<file path="src/rtl/predicate_writeback_queue_if.sv">
`default_nettype none
// ============================================================================
// Module      : predicate_writeback_queue_if
// Description : Writeback-in, register-write-out and hazard-query bundle for
//               predicate_writeback_queue.
// Revision    : 1.0 - initial release
// ============================================================================
interface predicate_writeback_queue_if #(
    parameter int DEPTH     = 4,
    parameter int NUM_LANES = 8,
    parameter int WARP_W    = 4,
    parameter int ADDR_W    = 6
);
    localparam int c_cnt_w = $clog2(DEPTH) + 1;

    logic                 in_valid;
    logic                 in_ready;
    logic [WARP_W-1:0]    in_warp;
    logic [ADDR_W-1:0]    in_addr;
    logic [NUM_LANES-1:0] in_lane_mask;
    logic [NUM_LANES-1:0] in_pred;
    logic                 pr_wr_stall;
    logic [NUM_LANES-1:0] pr_write_en;
    logic [ADDR_W-1:0]    pr_waddr;
    logic [NUM_LANES-1:0] pr_wdata;
    logic [WARP_W-1:0]    pr_warp_selector;
    logic [WARP_W-1:0]    q_warp;
    logic [ADDR_W-1:0]    q_addr;
    logic                 q_hit;
    logic [c_cnt_w-1:0]   count;

    modport slave (
        input  in_valid, in_warp, in_addr, in_lane_mask, in_pred,
        input  pr_wr_stall, q_warp, q_addr,
        output in_ready, pr_write_en, pr_waddr, pr_wdata, pr_warp_selector,
        output q_hit, count
    );

    modport master (
        output in_valid, in_warp, in_addr, in_lane_mask, in_pred,
        output pr_wr_stall, q_warp, q_addr,
        input  in_ready, pr_write_en, pr_waddr, pr_wdata, pr_warp_selector,
        input  q_hit, count
    );
endinterface
`default_nettype wire

</file>
<file path="src/rtl/predicate_writeback_queue.sv">
`default_nettype none
// ============================================================================
// Module      : predicate_writeback_queue
// Description : FIFO between the ALU writeback bus and the predicate register
//               block write port, with a pending-write hazard lookup.
//               Optional macro PRED_WB_BYPASS_EN: empty-queue results skip the
//               FIFO and reach the write port one edge earlier.
// Revision    : 1.0 - initial release
// ============================================================================
module predicate_writeback_queue #(
    parameter int DEPTH     = 4,
    parameter int NUM_LANES = 8,
    parameter int WARP_W    = 4,
    parameter int ADDR_W    = 6
) (
    input  logic                        clk,
    input  logic                        rst_n,
    predicate_writeback_queue_if.slave  bus
);
    localparam int c_ptr_w  = $clog2(DEPTH);
    localparam int c_cnt_w  = c_ptr_w + 1;
    localparam int c_ent_w  = WARP_W + ADDR_W + 2 * NUM_LANES;
    // Entry layout, MSB first: {warp, addr, lane_mask, pred}
    localparam int c_pred_lo = 0;
    localparam int c_mask_lo = NUM_LANES;
    localparam int c_addr_lo = 2 * NUM_LANES;
    localparam int c_warp_lo = 2 * NUM_LANES + ADDR_W;

    logic [c_ent_w-1:0]   r_mem [DEPTH];
    logic [c_ptr_w-1:0]   r_wr_ptr;
    logic [c_ptr_w-1:0]   r_rd_ptr;
    logic [c_cnt_w-1:0]   r_count;

    logic [NUM_LANES-1:0] r_write_en;
    logic [ADDR_W-1:0]    r_waddr;
    logic [NUM_LANES-1:0] r_wdata;
    logic [WARP_W-1:0]    r_warp_sel;

    logic                 w_ready;
    logic                 w_accept;
    logic                 w_nonzero;
    logic                 w_pop;
    logic                 w_push;
    logic                 w_bypass;
    logic [c_ent_w-1:0]   w_head;
    logic [c_ent_w-1:0]   w_in_entry;
    logic [DEPTH-1:0]     w_entry_hit;
    logic                 w_out_hit;

    assign w_ready    = (r_count < c_cnt_w'(DEPTH));
    assign w_accept   = bus.in_valid & w_ready;
    assign w_nonzero  = |bus.in_lane_mask;
    assign w_pop      = (r_count != '0) & ~bus.pr_wr_stall;
    assign w_head     = r_mem[r_rd_ptr];
    assign w_in_entry = {bus.in_warp, bus.in_addr, bus.in_lane_mask, bus.in_pred};

`ifdef PRED_WB_BYPASS_EN
    assign w_bypass = (r_count == '0) & ~bus.pr_wr_stall & w_accept & w_nonzero;
`else
    assign w_bypass = 1'b0;
`endif

    // Zero-mask results complete the handshake but never occupy a slot
    assign w_push = w_accept & w_nonzero & ~w_bypass;

    always_ff @(posedge clk) begin
        if (w_push) begin
            r_mem[r_wr_ptr] <= w_in_entry;
        end
    end

    always_ff @(posedge clk or negedge rst_n) begin
        if (!rst_n) begin
            r_wr_ptr <= '0;
            r_rd_ptr <= '0;
            r_count  <= '0;
        end else begin
            if (w_push) begin
                r_wr_ptr <= r_wr_ptr + c_ptr_w'(1);
            end
            if (w_pop) begin
                r_rd_ptr <= r_rd_ptr + c_ptr_w'(1);
            end
            case ({w_push, w_pop})
                2'b10:   r_count <= r_count + c_cnt_w'(1);
                2'b01:   r_count <= r_count - c_cnt_w'(1);
                default: r_count <= r_count;
            endcase
        end
    end

    // Write port: enables pulse for one cycle, address/data/warp hold between writes
    always_ff @(posedge clk or negedge rst_n) begin
        if (!rst_n) begin
            r_write_en <= '0;
            r_waddr    <= '0;
            r_wdata    <= '0;
            r_warp_sel <= '0;
        end else if (w_pop) begin
            r_write_en <= w_head[c_mask_lo +: NUM_LANES];
            r_waddr    <= w_head[c_addr_lo +: ADDR_W];
            r_wdata    <= w_head[c_pred_lo +: NUM_LANES];
            r_warp_sel <= w_head[c_warp_lo +: WARP_W];
        end else if (w_bypass) begin
            r_write_en <= bus.in_lane_mask;
            r_waddr    <= bus.in_addr;
            r_wdata    <= bus.in_pred;
            r_warp_sel <= bus.in_warp;
        end else begin
            r_write_en <= '0;
        end
    end

    // An entry is live when its distance from the read pointer is below the occupancy
    for (genvar gi = 0; gi < DEPTH; gi++) begin : g_hit
        logic [c_ptr_w-1:0] w_off;
        assign w_off = c_ptr_w'(gi) - r_rd_ptr;
        assign w_entry_hit[gi] = ({1'b0, w_off} < r_count)
                               && (r_mem[gi][c_warp_lo +: WARP_W] == bus.q_warp)
                               && (r_mem[gi][c_addr_lo +: ADDR_W] == bus.q_addr)
                               && (|r_mem[gi][c_mask_lo +: NUM_LANES]);
    end

    assign w_out_hit = (|r_write_en) && (r_warp_sel == bus.q_warp) && (r_waddr == bus.q_addr);

    assign bus.in_ready         = w_ready;
    assign bus.count            = r_count;
    assign bus.pr_write_en      = r_write_en;
    assign bus.pr_waddr         = r_waddr;
    assign bus.pr_wdata         = r_wdata;
    assign bus.pr_warp_selector = r_warp_sel;
    assign bus.q_hit            = (|w_entry_hit) | w_out_hit;

endmodule
`default_nettype wire

</file>
<file path="src/flat_wrapper.sv">
// flat-port wrapper written by rule: the top's interface ports become plain ports
module predicate_writeback_queue_flat 
#(
    parameter int DEPTH     = 4,
    parameter int NUM_LANES = 8,
    parameter int WARP_W    = 4,
    parameter int ADDR_W    = 6
)
  (clk, rst_n, bus_in_valid, bus_in_warp, bus_in_addr, bus_in_lane_mask, bus_in_pred, bus_pr_wr_stall, bus_q_warp, bus_q_addr, bus_in_ready, bus_pr_write_en, bus_pr_waddr, bus_pr_wdata, bus_pr_warp_selector, bus_q_hit, bus_count);
  predicate_writeback_queue_if #(.DEPTH(DEPTH), .NUM_LANES(NUM_LANES), .WARP_W(WARP_W), .ADDR_W(ADDR_W)) bus_i ();
  input  logic clk;
  input  logic rst_n;
  input wire logic [$bits(bus_i.in_valid)-1:0] bus_in_valid;
  input wire logic [$bits(bus_i.in_warp)-1:0] bus_in_warp;
  input wire logic [$bits(bus_i.in_addr)-1:0] bus_in_addr;
  input wire logic [$bits(bus_i.in_lane_mask)-1:0] bus_in_lane_mask;
  input wire logic [$bits(bus_i.in_pred)-1:0] bus_in_pred;
  input wire logic [$bits(bus_i.pr_wr_stall)-1:0] bus_pr_wr_stall;
  input wire logic [$bits(bus_i.q_warp)-1:0] bus_q_warp;
  input wire logic [$bits(bus_i.q_addr)-1:0] bus_q_addr;
  output wire logic [$bits(bus_i.in_ready)-1:0] bus_in_ready;
  output wire logic [$bits(bus_i.pr_write_en)-1:0] bus_pr_write_en;
  output wire logic [$bits(bus_i.pr_waddr)-1:0] bus_pr_waddr;
  output wire logic [$bits(bus_i.pr_wdata)-1:0] bus_pr_wdata;
  output wire logic [$bits(bus_i.pr_warp_selector)-1:0] bus_pr_warp_selector;
  output wire logic [$bits(bus_i.q_hit)-1:0] bus_q_hit;
  output wire logic [$bits(bus_i.count)-1:0] bus_count;
  assign bus_i.in_valid = bus_in_valid;
  assign bus_i.in_warp = bus_in_warp;
  assign bus_i.in_addr = bus_in_addr;
  assign bus_i.in_lane_mask = bus_in_lane_mask;
  assign bus_i.in_pred = bus_in_pred;
  assign bus_i.pr_wr_stall = bus_pr_wr_stall;
  assign bus_i.q_warp = bus_q_warp;
  assign bus_i.q_addr = bus_q_addr;
  assign bus_in_ready = bus_i.in_ready;
  assign bus_pr_write_en = bus_i.pr_write_en;
  assign bus_pr_waddr = bus_i.pr_waddr;
  assign bus_pr_wdata = bus_i.pr_wdata;
  assign bus_pr_warp_selector = bus_i.pr_warp_selector;
  assign bus_q_hit = bus_i.q_hit;
  assign bus_count = bus_i.count;
  predicate_writeback_queue #(.DEPTH(DEPTH), .NUM_LANES(NUM_LANES), .WARP_W(WARP_W), .ADDR_W(ADDR_W)) u_core (.clk(clk), .rst_n(rst_n), .bus(bus_i));
endmodule
</file>
<file path="config.mk">
export PLATFORM = sky130hd
export DESIGN_NAME = predicate_writeback_queue_flat
export DESIGN_NICKNAME = d
export VERILOG_FILES = /design/src/rtl/predicate_writeback_queue_if.sv /design/src/rtl/predicate_writeback_queue.sv /design/src/flat_wrapper.sv
export SDC_FILE = /design/constraint.sdc
export NUM_CORES = 1
export LEC_CHECK = 0
export ABC_AREA = 0
export CAP_MARGIN = 20
export CORE_MARGIN = 2
export CORE_UTILIZATION = 56
export CTS_CLUSTER_SIZE = 20
export DETAILED_ROUTE_END_ITERATION = 7
export PLACE_DENSITY = 0.8
export SYNTH_ARGS = -nofsm -noshare
export SYNTH_HDL_FRONTEND = slang
export SYNTH_SLANG_ARGS = --single-unit
</file>
<file path="constraint.sdc">
create_clock -name clk -period 2.4 [get_ports clk]
set_clock_uncertainty 0.1 [all_clocks]
set_input_delay 0.48 -clock clk [delete_from_list [all_inputs] [get_ports clk]]
set_output_delay 0.48 -clock clk [all_outputs]
set_load 0.005 [all_outputs]
</file>
==> reports/qor_table.md <==
| Quantity | This run |
|:---|:---|
| Count of fill cells added during filler insertion | 606 |
| Total Wirelength | 12,910 µm |
| Flip-flop cell with the highest count after synthesis | sky130_fd_sc_hd__edfxtp_1 |
| Wire per inst | 21.09 µm |
| Max FO, Critical Path | 2 |
| Net count of the mapped netlist | 390 |
| Vias | 3,450 |
| Met2 wire length | 6811 µm |
| Slew Limit Fails | 0 |
| Placement Rows | 37 |
| Type of the most critical hold path | input pin to flip-flop |
| Chip Height | 107.3 µm |
| Remaining global-route overflow | 0 |
| Type of origin of the critical path | flip-flop |
| Share of cells above drive strength 1 | 30.46% |
| Number of buffers created by CTS | 17 |
| DRC errors left | 0 |
| Internal reg-to-reg setup slack | 0.32 ns |
| Final critical-path share of the clock period | 110.1% |
| Port buffer count | 70 |
| Post-synthesis sequential area ratio | 66.07% |
| Number of flops mapped to enable cells by yosys | 104 |
| Uppermost routed layer | met4 |
| Synth-to-layout area growth | 31.36% |
| Relative slew margins | 43.39% |
| Area taken by flip-flops and latches | 3950 µm² |
| Final Net Count | 513 |
| Met3 wire len | 788 µm |
| Unique cell type count in the Yosys netlist | 31 |
| Endpoint required time on the critical path | 1.82 ns |
| Setup slack of the critical path after layout | -0.2413 ns |
| Total area of multi-input combinational cells | 1979 µm² |
| Run status | finished with violations |
| Maximum number of pins on one net before global-route repair | 34 |
| Max IR drop VDD | 0.7101 mV |
| Proportion of register bits with asynchronous set or reset after synthesis | 24.09% |
| Number of inserted diodes | 0 |
| Clk_lat worst skew | 0.52 ns |
| Root Buffer | sky130_fd_sc_hd__clkbuf_8 |
| Placeable core region | 10,320 µm² |
| TritonCTS clock tree | yes |
| Die X-Extent | 107.3 µm |
| Total Die Area | 11,520 µm² |
| Kind of end point of the critical path | primary output |
| Netlist area before placement | 5977 µm² |
| Vias per cell | 5.637 |
| Total number of clock tree sinks | 137 |
| Number of placed cells counting well taps | 577 |
| Combined global-route utilization of all metal layers | 24.30% |
| Wire length of the first global-routing pass | 20,010 µm |
| Final ANT Viol Nets | 0 |
| Synth warn | 0 |
| CP arrival | 2.06 ns |
| Iteration-0 DRC Markers | 245 |
| Violations in the final reports | setup timing |
| Number of iterations in the first detailed-routing pass | 4 |
| Mapped Avg Cell Area | 17.58 µm² |
| Achievable Freq | 378.6 MHz |
| Leakage power figure | 2.973 nW |
| Number of hold violations in the final report | 0 |
| Total power per unit cell area | 1148 nW/µm² |
| Worst hold margin | 0.2299 ns |
| Starting density of the core | 57.90% |
| # Max-Cap Violations | 0 |
| Cells after Synth | 340 |
| Critical path start-end classification | flip-flop to primary output |
| Post-layout minimum cycle time | 2.641 ns |
| Via count of the first global-routing pass | 3,723 |
| Routability Congestion | 0.8532 |
| Number of primary I/O pins | 71 |
| HPWL reported at the end of detailed placement | 8616 µm |
| Clock slew at the register clock pins of the worst setup and hold paths | 0.06 ns |
| Number of register bits inferred by synthesis | 137 |
| Endpoints failing setup | 1 |
| Slew at the pin closest to its max-slew limit | 0.8491 ns |
| Antenna violations before repair | 0 |
| Max Root-Sink Buffers | 2 |
| Setup repair after global routing missed its margin | yes |
| Maximum level of the CTS H-tree | 4 |
| Final standard cell count with taps included and fillers excluded | 612 |
| Sum of routed wire segments on met1 | 4911 µm |
-- registers in the layout, summed over array words and instances (netlist names) --
register	flops
u_core.bus.pr_write_en	8
u_core.bus.count	3
u_core.r_wr_ptr	2
u_core.bus.pr_wdata	8
u_core.bus.pr_warp_selector	4
u_core.r_rd_ptr	2
u_core.r_mem	104
u_core.bus.pr_waddr	6
-- kinds of logic (layout without fill, tap and decap cells) --
| kind of cell | count (synthesis) | after routing | synth area share [%] |
|---|---|---|---|
| adder cells (fa/ha/maj) | 10 | 10 | 2.219 |
| multiplexers | 44 | 44 | 14.26 |
| AND/OR/NAND/NOR | 46 | 46 | 4.543 |
| buffers and inverters | 30 | 166 | 2.805 |
| AO/OA/AOI/OAI | 16 | 16 | 1.758 |
| flip-flops | 137 | 137 | 66.07 |
| XOR/XNOR | 57 | 57 | 8.353 |
-- report_power, final --
group          leakage [nW]  internal [mW]  total, mW  switching (mW)
registers              1.34           3.11       3.45           0.345
logic                  1.35           1.73       2.99            1.26
clock network         0.286           1.64       2.58           0.942
total                  2.97           6.47       9.02            2.55
-- cell usage after synthesis (all sizes together) (5+ instances only) --
cell	count	area (µm²)
xor2	45	394.1
inv	9	33.78
ha	9	112.6
mux4	26	585.6
clkbuf	12	45.04
and2	12	75.07
nor4	20	125.1
xnor2	12	105.1
dfrtp	33	825.8
edfxtp	104	3123
mux2	18	266.5
nand2	5	18.77
buf	9	88.83
-- final cells by class --
type / instances / share of cell area, %
flip-flops and latches: 137 / 50.31
multi-input cells: 173 / 25.21
repair buffers: 125 / 14.31
clock buffers: 21 / 5.721
well taps: 136 / 2.167
clock inverters: 11 / 1.849
inverters: 9 / 0.4303
-- final timing paths --
kind / startpoint / endpoint / cells after the start
setup / recovery: u_core.r_mem[2][23] / bus_q_hit / 6
hold / removal: bus_in_lane_mask[0] / u_core.r_mem[1][8] / 1
setup reg to reg: u_core.r_rd_ptr[0] / u_core.bus.pr_wdata[1] / 4
hold reg to reg: u_core.bus.pr_wdata[7] / u_core.bus.pr_wdata[7] / 1
max in group asynchronous: rst_n / u_core.r_rd_ptr[0] / 2
min in group asynchronous: rst_n / u_core.bus.pr_waddr[2] / 2
-- metrics by stage --
| stage | setup slack [ns] | cell area, µm² | utilization, % | TNS, ns | power [mW] |
|---|---|---|---|---|---|
| global placement | -0.8705 | 7141 | 69.17 | -23.80 | 6.332 |
| floorplan | 0.1069 | 5977 | - | 0 | 5.190 |
| global route | -0.3527 | 7851 | 76.05 | -0.3527 | 9.438 |
| finish | -0.2413 | 7851 | 76.05 | -0.2413 | 9.017 |
| detailed placement | -0.9292 | 7141 | 69.17 | -24.43 | 6.422 |
| CTS | -0.2671 | 7810 | 75.65 | -0.2671 | 9.072 |
-- routing by layer --
layer	vias to the layer above	track usage, %
met5	-	0
met4	0	10.02
met3	35	6.840
met2	138	41.59
met1	1740	29.00
li1	1537	-
-- repair_timing --
action	in CTS	in global routing
resized for setup	27	6
gates cloned	0	0
setup endpoints to repair	1	3
setup buffers	1	1
hold endpoints to repair	33	0
pin swaps	8	2
hold buffers	1	0
-- worst max-delay path, stage by stage (launching register included) --
cell,delay (ns)
sky130_fd_sc_hd__edfxtp_1,0.41
sky130_fd_sc_hd__xnor2_1,0.27
sky130_fd_sc_hd__nand4_1,0.19
sky130_fd_sc_hd__a2111oi_4,0.27
sky130_fd_sc_hd__o211ai_1,0.15
sky130_fd_sc_hd__nand3b_1,0.12
sky130_fd_sc_hd__buf_2,0.12
-- cells in the final DEF, fill, tap and decap left out, types with 3 or more instances in the layout --
cell                                n
sky130_fd_sc_hd__xor2_1            43
sky130_fd_sc_hd__inv_1              9
sky130_fd_sc_hd__and2_1            12
sky130_fd_sc_hd__o21ai_0            3
sky130_fd_sc_hd__dlygate4sd2_1     10
sky130_fd_sc_hd__ha_1               9
sky130_fd_sc_hd__mux4_2            26
sky130_fd_sc_hd__dfrtp_1           32
sky130_fd_sc_hd__clkdlybuf4s50_1   56
sky130_fd_sc_hd__clkbuf_8           3
sky130_fd_sc_hd__nand2_1            5
sky130_fd_sc_hd__nand4_1            3
sky130_fd_sc_hd__buf_4             52
sky130_fd_sc_hd__a21oi_1            3
sky130_fd_sc_hd__edfxtp_1         104
sky130_fd_sc_hd__nor4_1            17
sky130_fd_sc_hd__mux2_4            17
sky130_fd_sc_hd__xnor2_1            8
sky130_fd_sc_hd__bufinv_16          3
sky130_fd_sc_hd__clkbuf_16         16
sky130_fd_sc_hd__nor4_2             3
sky130_fd_sc_hd__xnor2_2            4
(Power assumes the default switching activity.)
==> RTL change (same settings) <==
`WARP_W` is set to 4 in 3 places; all go to 3.
--- a/src/rtl/predicate_writeback_queue_if.sv
+++ b/src/rtl/predicate_writeback_queue_if.sv
@@ -9,5 +9,5 @@
     parameter int DEPTH     = 4,
     parameter int NUM_LANES = 8,
-    parameter int WARP_W    = 4,
+    parameter int WARP_W    = 3,
     parameter int ADDR_W    = 6
 );
--- a/src/rtl/predicate_writeback_queue.sv
+++ b/src/rtl/predicate_writeback_queue.sv
@@ -11,5 +11,5 @@
     parameter int DEPTH     = 4,
     parameter int NUM_LANES = 8,
-    parameter int WARP_W    = 4,
+    parameter int WARP_W    = 3,
     parameter int ADDR_W    = 6
 ) (
--- a/src/flat_wrapper.sv
+++ b/src/flat_wrapper.sv
@@ -4,5 +4,5 @@
     parameter int DEPTH     = 4,
     parameter int NUM_LANES = 8,
-    parameter int WARP_W    = 4,
+    parameter int WARP_W    = 3,
     parameter int ADDR_W    = 6
 )
Ports: changed (resized bus_in_warp, bus_pr_warp_selector and bus_q_warp); port bits go from 71 to 68. No check against the original RTL was run, so the function may have changed too.
==> RTL change against the unedited design <==
The run still ends with negative setup slack left. Maximum frequency is 2.7% lower. Core utilization hardly changed. Design area is 4.9% lower. Count of clock-buffer cells in the layout is 3 lower. Setup slack worse by 74 ps. Via count is 2.0% lower. Sequential cell count is 5 lower. Synthesized area is 5.1% lower. Combinational power is 3% lower. Wire length is 1.5% lower. Global-route usage is 0.51 points higher. Total power is 1.2% lower.
==> RTL change: results (changes against the unedited design) <==
worst_setup_path:
  timing.rr.end: "u_core.bus.pr_warp_selector[1]$_DFFE_PN0P_"
  critical_path_peak_fanout: 2  # unchanged
  slowest_delay_ps: 420
  critical_path_arrival_ps: 2140  # +80 ps
  critical_path.slowest_cell: "dfrtp_2"
timing:
  whs_ps: 272  # +41.6 ps
  fin_ws_ps: -315  # -73.7 ps
  tightest_slew_ps: 510  # -339 ps
  finalSetupViolCount: 1  # unchanged
global_route:
  grt_pass1_vias: 3564  # -4.3%
  grt.total_usage_pct: 24.8  # +0.51 points
  grt_pass1_wl_mm: 19.6  # -1.9%
  grt_max_degree: 33  # -2.9%
routing:
  wl_met3_um: 849  # +7.7%
  drt-met1-wl_mm: 4.92  # +0.22%
  wl_per_cell_um: 21.7  # +2.9%
  first_pass_iters: 5  # +1
  wl_met2_mm: 6.76  # -0.73%
  drtIter0Drc: 196  # -20%
  vias: 3380  # -2.0%
final_layout:
  layout-drive-gt1-share_pct: 29.4  # -1.1 points
  finalNetCount: 488  # -4.9%
  largest_reg_flops: 100  # -3.8%
  nFillCells: 590  # -2.6%
placement:
  placement.cell_area_um2: 6800  # -4.8%
  gp_congestion: 0.901  # +5.6%
  portBuffers: 67  # -4.3%
  place.detailed.hpwl_mm: 8.29  # -3.8%
yosys:
  synth_area_leaders: "edfxtp_1, dfrtp_1, mux4_2"
  synth_common_cells: "edfxtp_1, xor2_1, dfrtp_1"
  syn_nets: 372  # -4.6%
  seq_area_frac_synth_pct: 67.0  # +0.98 points
  synth_cell_types: 30  # -3.2%
  async_flop_share_pct: 24.2  # +0.15 points
  synth_edf_count: 100  # -3.8%
outcome:
  status: "complete, but fails checks"
  violations: "negative setup slack"
clock_tree:
  cts_buffer_depth: 2  # unchanged
  htreeDepth: 4  # unchanged
  path_clk_slew_ps: 60  # about the same
hold_path:
  hp-class: "primary input to async pin"
power:
  p_leak_nw: 2.73  # -8.3%
  peakVddDrop_mv: 0.730  # +2.8%
-- RTL change: cell type report --
type,instances,share of cell area (%)
Timing Repair Buffer,115,14.2
Clock inverter,14,2.78
Inverter,9,0.452
Sequential cell,132,51.0
Clock buffer,18,5.59
Tap cell,133,2.23
Multi-Input combinational cell,165,23.8
-- RTL change: kinds of logic after synthesis --
kind of cell / after synthesis / share of synthesized area [%]
flip-flops: 132 / 67.0
XOR/XNOR: 52 / 8.03
AND/OR/NAND/NOR: 45 / 4.68
multiplexers: 42 / 13.3
buffers and inverters: 27 / 2.54
AO/OA/AOI/OAI: 16 / 2.07
adder cells (fa/ha/maj): 10 / 2.34
-- RTL change: what timing repair did --
| item | 4_1_cts | 5_1_grt |
|---|---|---|
| setup buffers | 0 | 0 |
| resized for setup | 13 | 3 |
| pin swaps | 6 | 4 |
| gates cloned | 0 | 0 |
| setup endpoints to repair | 1 | 2 |
-- RTL change: power by group --
| part | switching (W) | leakage, nW | total [W] | internal [W] |
|---|---|---|---|---|
| clock network | 0.000925 | 0.308 | 0.00271 | 0.00178 |
| logic | 0.00129 | 1.13 | 0.00289 | 0.00160 |
| registers | 0.000312 | 1.29 | 0.00331 | 0.00300 |
| total | 0.00252 | 2.73 | 0.00891 | 0.00638 |
-- RTL change: worst max path at each step --
stage | startpoint | endpoint | cells past startpoint
3_3_place_gp | bus_q_addr[1] | bus_q_hit | 7
6_report | u_core.r_rd_ptr[0]$_DFFE_PN0P_ | bus_q_hit | 7
3_5_place_dp | bus_q_warp[1] | bus_q_hit | 7
4_1_cts | u_core.r_rd_ptr[1]$_DFFE_PN0P_ | bus_q_hit | 7
5_1_grt | u_core.r_mem[3][13]$_DFFE_PP_ | bus_q_hit | 7
2_1_floorplan | bus_in_lane_mask[5] | u_core.bus.count[2]$_DFFE_PN0P_ | 11
-- RTL change: per-layer routing --
layer | up-vias | GRT usage [%]
li1 | 1476 | -
met1 | 1746 | 30.5
met2 | 139 | 42.2
met3 | 19 | 7.24
met4 | 0 | 8.86
met5 | - | 0
-- RTL change: metrics by stage --
step / setup WS [ps] / utilization (%) / std cells / setup TNS, ps
4_1_cts: -317 / 75.9 / 586 / -317
2_1_floorplan: 107 / - / 324 / 0
3_3_place_gp: -575 / 69.2 / 554 / -15300
6_report: -315 / 76.1 / 586 / -315
5_1_grt: -366 / 76.1 / 586 / -366
3_5_place_dp: -598 / 69.2 / 554 / -16450
-- RTL change: worst register-to-register path: stages, from the launching register on --
cell	delay, ps
dfrtp_2	380
buf_4	160
buf_4	460
mux4_2	590
mux2_2	290
